--- src/rtl/fetch_unit_pkg.sv ---
// Shared constants for the fetch stage: field widths, jump/branch opcodes and fetch-FSM states.
package fetch_unit_pkg;

   localparam int NIB_SIZE = 4;

   localparam logic [NIB_SIZE-1:0] OP_JMP = 4'hE;
   localparam logic [NIB_SIZE-1:0] OP_BR  = 4'hF;

   // Fetch FSM encoding, also visible on the fsm_state debug output.
   localparam logic [2:0] FS_IDLE    = 3'd0;
   localparam logic [2:0] FS_HI_REQ  = 3'd1;
   localparam logic [2:0] FS_HI_WAIT = 3'd2;
   localparam logic [2:0] FS_LO_REQ  = 3'd3;
   localparam logic [2:0] FS_LO_WAIT = 3'd4;

   function automatic logic pc_redirect(input logic [NIB_SIZE-1:0] op, input logic cond);
      return (op == OP_JMP) || ((op == OP_BR) && cond);
   endfunction

endpackage

--- src/rtl/fetch_unit_insn_decode.sv ---
// Combinational instruction-register field decode, shared by the fetch stage and the disassembler.
module fetch_unit_insn_decode
   import fetch_unit_pkg::*;
(
   input  logic [15:0]         ir,
   output logic [NIB_SIZE-1:0] opcode,
   output logic                isaluop,
   output logic [NIB_SIZE-1:0] rd,
   output logic [NIB_SIZE-1:0] ra,
   output logic [NIB_SIZE-1:0] rb,
   output logic [7:0]          imm8
);

   // ALU operations occupy the lower half of the opcode space.
   assign opcode  = ir[15:12];
   assign isaluop = ~ir[15];
   assign rd      = ir[11:8];
   assign ra      = ir[7:4];
   assign rb      = ir[3:0];
   assign imm8    = ir[7:0];

endmodule

--- src/rtl/fetch_unit.sv ---
// Fetch stage: owns PC and IR, reads each 16-bit instruction as two byte reads (high at PC, low at PC+1).
// Build option FETCH_WAIT_EN adds a mem_ready input that stretches each read until the memory responds.
module fetch_unit
   import fetch_unit_pkg::*;
#(
   parameter int                ADDR_W   = 8,
   parameter int                DATA_W   = 8,
   parameter int                INSN_W   = 16,
   parameter logic [ADDR_W-1:0] RESET_PC = '0
) (
   input  logic                clk,
   input  logic                reset,
   input  logic                do_fetch,
   input  logic                do_next,
   input  logic                do_reset,
   input  logic                branch_cond,
`ifdef FETCH_WAIT_EN
   input  logic                mem_ready,
`endif
   output logic [ADDR_W-1:0]   mem_addr,
   output logic                mem_read,
   input  logic [DATA_W-1:0]   mem_rdata,
   output logic                fetch_stall,
   output logic [NIB_SIZE-1:0] opcode,
   output logic                isaluop,
   output logic [NIB_SIZE-1:0] rd,
   output logic [NIB_SIZE-1:0] ra,
   output logic [NIB_SIZE-1:0] rb,
   output logic [7:0]          imm8,
   output logic [ADDR_W-1:0]   pc,
   output logic                proto_err,
   output logic [2:0]          fsm_state
);

   logic [2:0]        state;
   logic [2:0]        state_nx;
   logic [DATA_W-1:0] hi_q;
   logic [INSN_W-1:0] ir;
   logic [ADDR_W-1:0] pc_nx;
   logic              idle;
   logic              rst_any;
   logic              mem_ok;
   logic              wait_hold;

`ifdef FETCH_WAIT_EN
   assign mem_ok    = mem_ready;
   assign wait_hold = 1'b1;
`else
   assign mem_ok    = 1'b1;
   assign wait_hold = 1'b0;
`endif

   assign idle        = (state == FS_IDLE);
   assign rst_any     = reset | do_reset;
   assign fetch_stall = (do_fetch & idle) | ~idle;
   assign fsm_state   = state;

   fetch_unit_insn_decode u_decode (
      .ir      (ir),
      .opcode  (opcode),
      .isaluop (isaluop),
      .rd      (rd),
      .ra      (ra),
      .rb      (rb),
      .imm8    (imm8)
   );

   // A fetch only starts from IDLE when do_next is absent; do_next wins the cycle.
   always_comb begin
      state_nx = state;
      case (state)
         FS_IDLE:    if (do_fetch && !do_next) state_nx = FS_HI_REQ;
         FS_HI_REQ:  state_nx = FS_HI_WAIT;
         FS_HI_WAIT: if (mem_ok) state_nx = FS_LO_REQ;
         FS_LO_REQ:  state_nx = FS_LO_WAIT;
         FS_LO_WAIT: if (mem_ok) state_nx = FS_IDLE;
         default:    state_nx = FS_IDLE;
      endcase
   end

   // With wait states the request stays asserted, at the same address, until the byte is captured.
   always_comb begin
      mem_read = 1'b0;
      mem_addr = '0;
      case (state)
         FS_HI_REQ: begin
            mem_read = 1'b1;
            mem_addr = pc;
         end
         FS_HI_WAIT: begin
            mem_read = wait_hold;
            mem_addr = wait_hold ? pc : '0;
         end
         FS_LO_REQ: begin
            mem_read = 1'b1;
            mem_addr = pc + ADDR_W'(1);
         end
         FS_LO_WAIT: begin
            mem_read = wait_hold;
            mem_addr = wait_hold ? (pc + ADDR_W'(1)) : '0;
         end
         default: begin
            mem_read = 1'b0;
            mem_addr = '0;
         end
      endcase
   end

   always_comb begin
      pc_nx = pc + ADDR_W'(2);
      if (pc_redirect(opcode, branch_cond)) pc_nx = ADDR_W'(imm8);
   end

   always_ff @(posedge clk) begin
      if (rst_any) begin
         state     <= FS_IDLE;
         pc        <= RESET_PC;
         ir        <= '0;
         hi_q      <= '0;
         proto_err <= 1'b0;
      end else begin
         state <= state_nx;
         if (idle && do_next) pc <= pc_nx;
         if ((do_fetch || do_next) && (!idle || (do_fetch && do_next))) proto_err <= 1'b1;
         if ((state == FS_HI_WAIT) && mem_ok) hi_q <= mem_rdata;
         if ((state == FS_LO_WAIT) && mem_ok) ir <= {hi_q, mem_rdata};
      end
   end

endmodule

--- config.mk ---
export PLATFORM = sky130hd
export DESIGN_NAME = fetch_unit
export DESIGN_NICKNAME = d
export VERILOG_FILES = /design/src/rtl/fetch_unit_pkg.sv /design/src/rtl/fetch_unit_insn_decode.sv /design/src/rtl/fetch_unit.sv
export SDC_FILE = /design/constraint.sdc
export NUM_CORES = 1
export LEC_CHECK = 0
export BUFFER_PORTS_ARGS = -buffer_cell sky130_fd_sc_hd__buf_2
export CAP_MARGIN = 25
export CORE_MARGIN = 3
export CORE_UTILIZATION = 54
export CTS_CLUSTER_DIAMETER = 40
export DETAILED_ROUTE_END_ITERATION = 10
export GPL_ROUTABILITY_DRIVEN = 0
export GPL_TIMING_DRIVEN = 1
export PLACE_DENSITY = 0.85
export SLEW_MARGIN = 20
export SYNTH_ARGS = -nofsm -noshare
export SYNTH_HDL_FRONTEND = slang
export SYNTH_HIERARCHICAL = 1
export SYNTH_SLANG_ARGS = --single-unit
--- constraint.sdc ---
create_clock -name clk -period 3.14 [get_ports clk]
set_clock_uncertainty 0.2 [all_clocks]
set_input_delay 0.628 -clock clk [delete_from_list [all_inputs] [get_ports clk]]
set_output_delay 0.628 -clock clk [all_outputs]
set_load 0.01 [all_outputs]
# --- Yosys cells after proc, flatten, opt, wreduce, memory -nomap -nowiden ---
# Cells that the tools add are included.
# W data, S select, Z words.
word_totals:
  output_inout_bits: 47
  elab_cells: 36
  reg_bits: 36
  inputBits: 14
classes:
  n_mux: 5
  n_reduce_logical: 12
  bitwise_logic: 5
  eq_ne: 7
  n_addsub: 2
op_table:
  columns: ["op", "n"]
  rows:
  - ["$pmux W8 S2", 1]
  - ["$pmux W3 S4", 1]
  - ["$add A8 B1 Y8 const B", 1]
  - ["$add A8 B2 Y8 const B", 1]
  - ["$eq A4 B4 Y1 const B", 2]
  - ["$mux W8", 1]
  - ["$eq A3 B2 Y1 const B", 2]
  - ["$logic_and A1 B1 Y1", 5]
  - ["$eq A3 B1 Y1 const B", 1]
  - ["$eq A3 B3 Y1 const B", 1]
  - ["$logic_not A3 Y1", 1]
  - ["$logic_or A1 B1 Y1", 3]
  - ["$mux W3", 1]
  - ["$logic_not A1 Y1", 2]
  - ["$ne A2 B1 Y1 const B", 1]
  - ["$not A1 Y1", 2]
  - ["$or A1 B1 Y1", 2]
  - ["$reduce_or A2 Y1", 1]
  - ["$and A1 B1 Y1", 1]
  - ["$mux W1", 1]

# --- Longest topological paths before layout ---
logic_depth:
  ltp_word: 4
  depth_mapped: 7
  ltp_nobuf: 5

# --- By module ---
# Netlist, hierarchy kept.
by_module_without_submodules:
  columns: ["mod", "n_inst", "cells_per_inst", "seq_area_each_um2", "area_each_um2"]
  rows:
  - ["fetch_unit", 1, 217, 720.7, 1666.6]
  - ["fetch_unit_insn_decode", 1, 25, 0.0, 183.9]

# --- Worst setup path before layout ---
# No wires, ideal clock.
synth_path:
  kind: "flip-flop to output port"
  from: "reg pc[1]"
  to: "out mem_addr[6]"
  path_stages_with_launch: 5
  arrival_time_ns: 1.380
  required_time_ns: 2.312
  setup_slack_ns: 0.932
  n_path_buf: 0
  path_cell_list: "dfxtp_1 > ha_1 > nand4_1 > or3_1 > a21oi_1"
synth_via:
  elab_chain_cells: 2
synth_rtl:
  columns: ["element", "line", "rtl"]
  rows:
  - ["start: declaration", "fetch_unit.sv:30", "output logic [ADDR_W-1:0] pc,"]
  - ["start signal: assignment", "fetch_unit.sv:123", "if (idle && do_next) pc <= pc_nx;"]
  - ["$add A8 B1 Y8", null, null]
  - ["$pmux W8 S2", "fetch_unit.sv:85", "case (state)"]
  - ["end: declaration", "fetch_unit.sv:20", "output logic [ADDR_W-1:0] mem_addr,"]
# Every way passes these cells.

# --- Final worst setup path ---
layout_path:
  from: "reg state[1], in the netlist fsm_state[1]"
  to: "out mem_addr[6]"
layout_via:
  elab_chain_cells: 2
  word_cells_on_any_way: 3
  cone_classes: "2 x eq/ne; 1 x mux"
layout_rtl:
  columns: ["element", "line", "rtl"]
  rows:
  - ["start: declaration", "fetch_unit.sv:35", "logic [2:0] state;"]
  - ["start signal: assignment", "fetch_unit.sv:122", "state <= state_nx;"]
  - ["$eq A3 B2 Y1 / $eq A3 B1 Y1 (equally long branches)", "fetch_unit.sv:85", null]
  - ["$pmux W8 S2 (*)", "fetch_unit.sv:85", null]
# Every way passes the cells marked *; elsewhere a longest branch is shown, timed or not.

==> results.py <==
metrics = {
    "grt": {
        "antenna_found_initial": 0,
        "grt_pass1_wl_mm": 6.837,
        "grt_pass1_vias": 1467,
        "grtUsageTotal_pct": 20.72,
        "grt_max_degree": 31,
        "grt.overflow.total": 0,
    },
    "die": {
        "fp.dieH_um": 64.54,
        "fp-row-count": 20,
        "start_util_pct": 58.69,
        "core_um2": 3153,
        "die_area_um2": 4165,
        "ioPinCount": 61,
        "die-width_um": 64.54,
    },
    "placement": {
        "placed_cell_area_um2": 1952,
        "dp_cells": 308,
        "dpl_worst_slack_ns": 0.7370,
        "port_buffers": 60,
        "hpwl_mm": 2.923,
    },
    "logic_synthesis": {
        "synth-seq-area-share_pct": 38.95,
        "synth_flop_cell": "dfxtp_1",
        "yosysTopAreaCell": "dfxtp_1",
        "synth_nets": 258,
        "yosysWarnings": 6,
        "synth_top_area_share_pct": 38.95,
        "ys_ff_latch": 36,
        "netlist_instances": 242,
        "synthesis.area_um2": 1851,
        "synth.top_cells.by_area": "dfxtp_1, nand2_1, buf_4",
        "synth_edf_count": 0,
        "async_flop_share_pct": 0,
        "avgSynthCellArea_um2": 7.647,
        "ys_types": 36,
    },
    "timing": {
        "finalWorstSetupSlack_ns": 0.3798,
        "worst-slew-pin-transition_ns": 0.5792,
        "whs_ns": 0.2591,
        "finalHoldViolCount": 0,
        "setup_viol": 0,
        "rsz0062_at_grt": "false",
        "setup_tns_ns": 0,
        "fmax_mhz": 362.3,
        "period_share_pct": 87.90,
        "period_minus_slack_ns": 2.760,
        "drv_slew": 0,
        "slew_headroom_pct": 61.39,
    },
    "final_layout": {
        "instances_no_fill": 316,
        "antenna_cells": 0,
        "area_growth_pct": 9.601,
        "nFillCells": 303,
        "finalInstanceArea_um2": 2028,
        "fin_nets": 287,
        "postLayoutCoreUtil_pct": 64.33,
        "drive_gt1_share_pct": 26.10,
    },
    "cts": {
        "cts_tree": "done",
        "cts_max_path_buffers": 2,
        "cts.clk_slew.worst_paths_ns": 0.11,
        "clk_latency_ns": 0.33,
        "cts.sinks": 36,
        "cts_buffers": 5,
        "ctsResizeCount": 0,
        "cts_setup_buffers": 0,
        "cts-htree-levels": 2,
        "hold_buffers": 0,
        "ctsRootBufferMaster": "clkbuf_4",
    },
    "setup_path": {
        "critPathLaunchType": "flip-flop",
        "crit_path_end_kind": "output port",
        "r2r-end": "ir[14]",
        "rr_startpoint": "fsm_state[1]",
        "criticalPathCategory": "flip-flop to output port",
        "cp.arrival_ns": 1.93,
        "ff2ff_setup_slack_ns": 1.35,
        "rr_worst_depth": 4,
        "required_ns": 2.31,
        "critPathMaxFanout": 17,
    },
    "flow_run": {
        "cap_violations": 0,
    },
    "run_status": {
        "status": "complete, no violations",
    },
    "worst_hold_path": {
        "holdPathEnd": "ir[13]",
        "hold_class": "flip-flop to flip-flop",
        "holdPathStages": 2,
        "min_from": "hi_q[5]",
    },
    "route": {
        "avgRoutedWirePerCell_um": 12.85,
        "top_layer_used": "met4",
        "drc": 0,
        "wl_met2_mm": 1.869,
        "wl_met3_um": 267,
        "avgViaCountPerCell": 5.180,
        "drtPass1Iterations": 4,
        "drt_iter0_markers": 138,
        "ant_nets": 0,
        "finalWirelength_mm": 4.060,
        "vias": 1637,
        "drt-met1-wl_mm": 1.868,
    },
    "power": {
        "leakage_nw": 0.8731,
        "powerDensity_nw_per_um2": 406.7,
        "vdd_drop_max_uv": 385.8,
        "power.total_uw": 824.9,
    },
}
-- sequential cells by signal (all words and copies together) (netlist names) --
register,cells
fsm_state,3
pc,8
hi_q,8
ir,16
proto_err,1
-- report_power, final --
part           switching (mW)  internal, mW  leakage [nW]  total, mW
registers             0.00480         0.459         0.290      0.464
logic                  0.0272        0.0178         0.541     0.0450
clock network           0.149         0.167        0.0422      0.316
total                   0.181         0.644         0.873      0.825
-- layout by cell type (no fill, tap or decap), types with 3 or more instances in the layout --
master / count
dfxtp_1: 36
or2_2: 3
buf_2: 60
nand3_1: 6
a21oi_1: 32
o21ai_0: 4
clkbuf_4: 5
xor2_1: 3
nor2_1: 18
xnor2_1: 3
mux2i_1: 6
o22ai_1: 4
inv_1: 4
nor3_1: 3
nand2_1: 59
-- logic make-up (layout without fill, tap and decap cells) --
family / count (synthesis) / after routing / synth area share, %
flops: 36 / 36 / 38.95
fa+ha+maj: 2 / 2 / 1.352
simple gates: 103 / 103 / 24.95
buf+inv: 42 / 72 / 14.54
compound gates: 47 / 47 / 14.13
mux: 6 / 6 / 3.246
xor+xnor: 6 / 6 / 2.840
-- worst max path at each step --
stage	from	endpoint	slack, ns	depth (start not counted)
after floorplan	pc[1]	mem_addr[6]	0.93	4
after global placement	fsm_state[1]	mem_addr[6]	0.77	4
after detailed placement	fsm_state[1]	mem_addr[6]	0.74	4
after CTS	fsm_state[1]	mem_addr[6]	0.36	4
after global routing	fsm_state[1]	mem_addr[6]	0.18	4
final	fsm_state[1]	mem_addr[6]	0.38	4
-- cells in the mapped netlist (2+ instances only) --
cell      instances
buf_4            24
a21oi_1          32
buf_6             2
nor2b_1           2
xor2_1            3
nor3_1            3
inv_1             4
o21ai_0           4
nand2_1          59
dfxtp_1          36
ha_1              2
clkbuf_2          2
mux2i_1           6
or2_2             3
buf_2             3
xnor2_1           3
or3_1             2
o21a_1            2
nand3_1           6
nor2_1           18
clkbuf_1          7
o22ai_1           4
and2_1            2
-- per-layer routing --
metal | global-route usage, % | up-vias
li1 | - | 843
met1 | 27.32 | 737
met2 | 32.73 | 52
met3 | 4.333 | 5
met4 | 8.707 | 0
met5 | 0 | -
-- critical path, cell delays in order (launching register included) --
cell and delay [ns]:
dfxtp_1 0.69, nand4_1 0.24, or3_1 0.39, a21oi_1 0.14, buf_2 0.14
-- final cells by class --
class,count,area [um^2],area share [%]
flip-flops and latches,36,720.7,35.53
repair buffers,60,300.3,14.81
well taps,44,55.05,2.714
multi-input cells,164,860.8,42.44
inverters,4,15.01,0.7403
clock buffers,6,41.29,2.036
clock inverters,2,35.03,1.727
No activity file was read; power rests on OpenSTA's default activity.
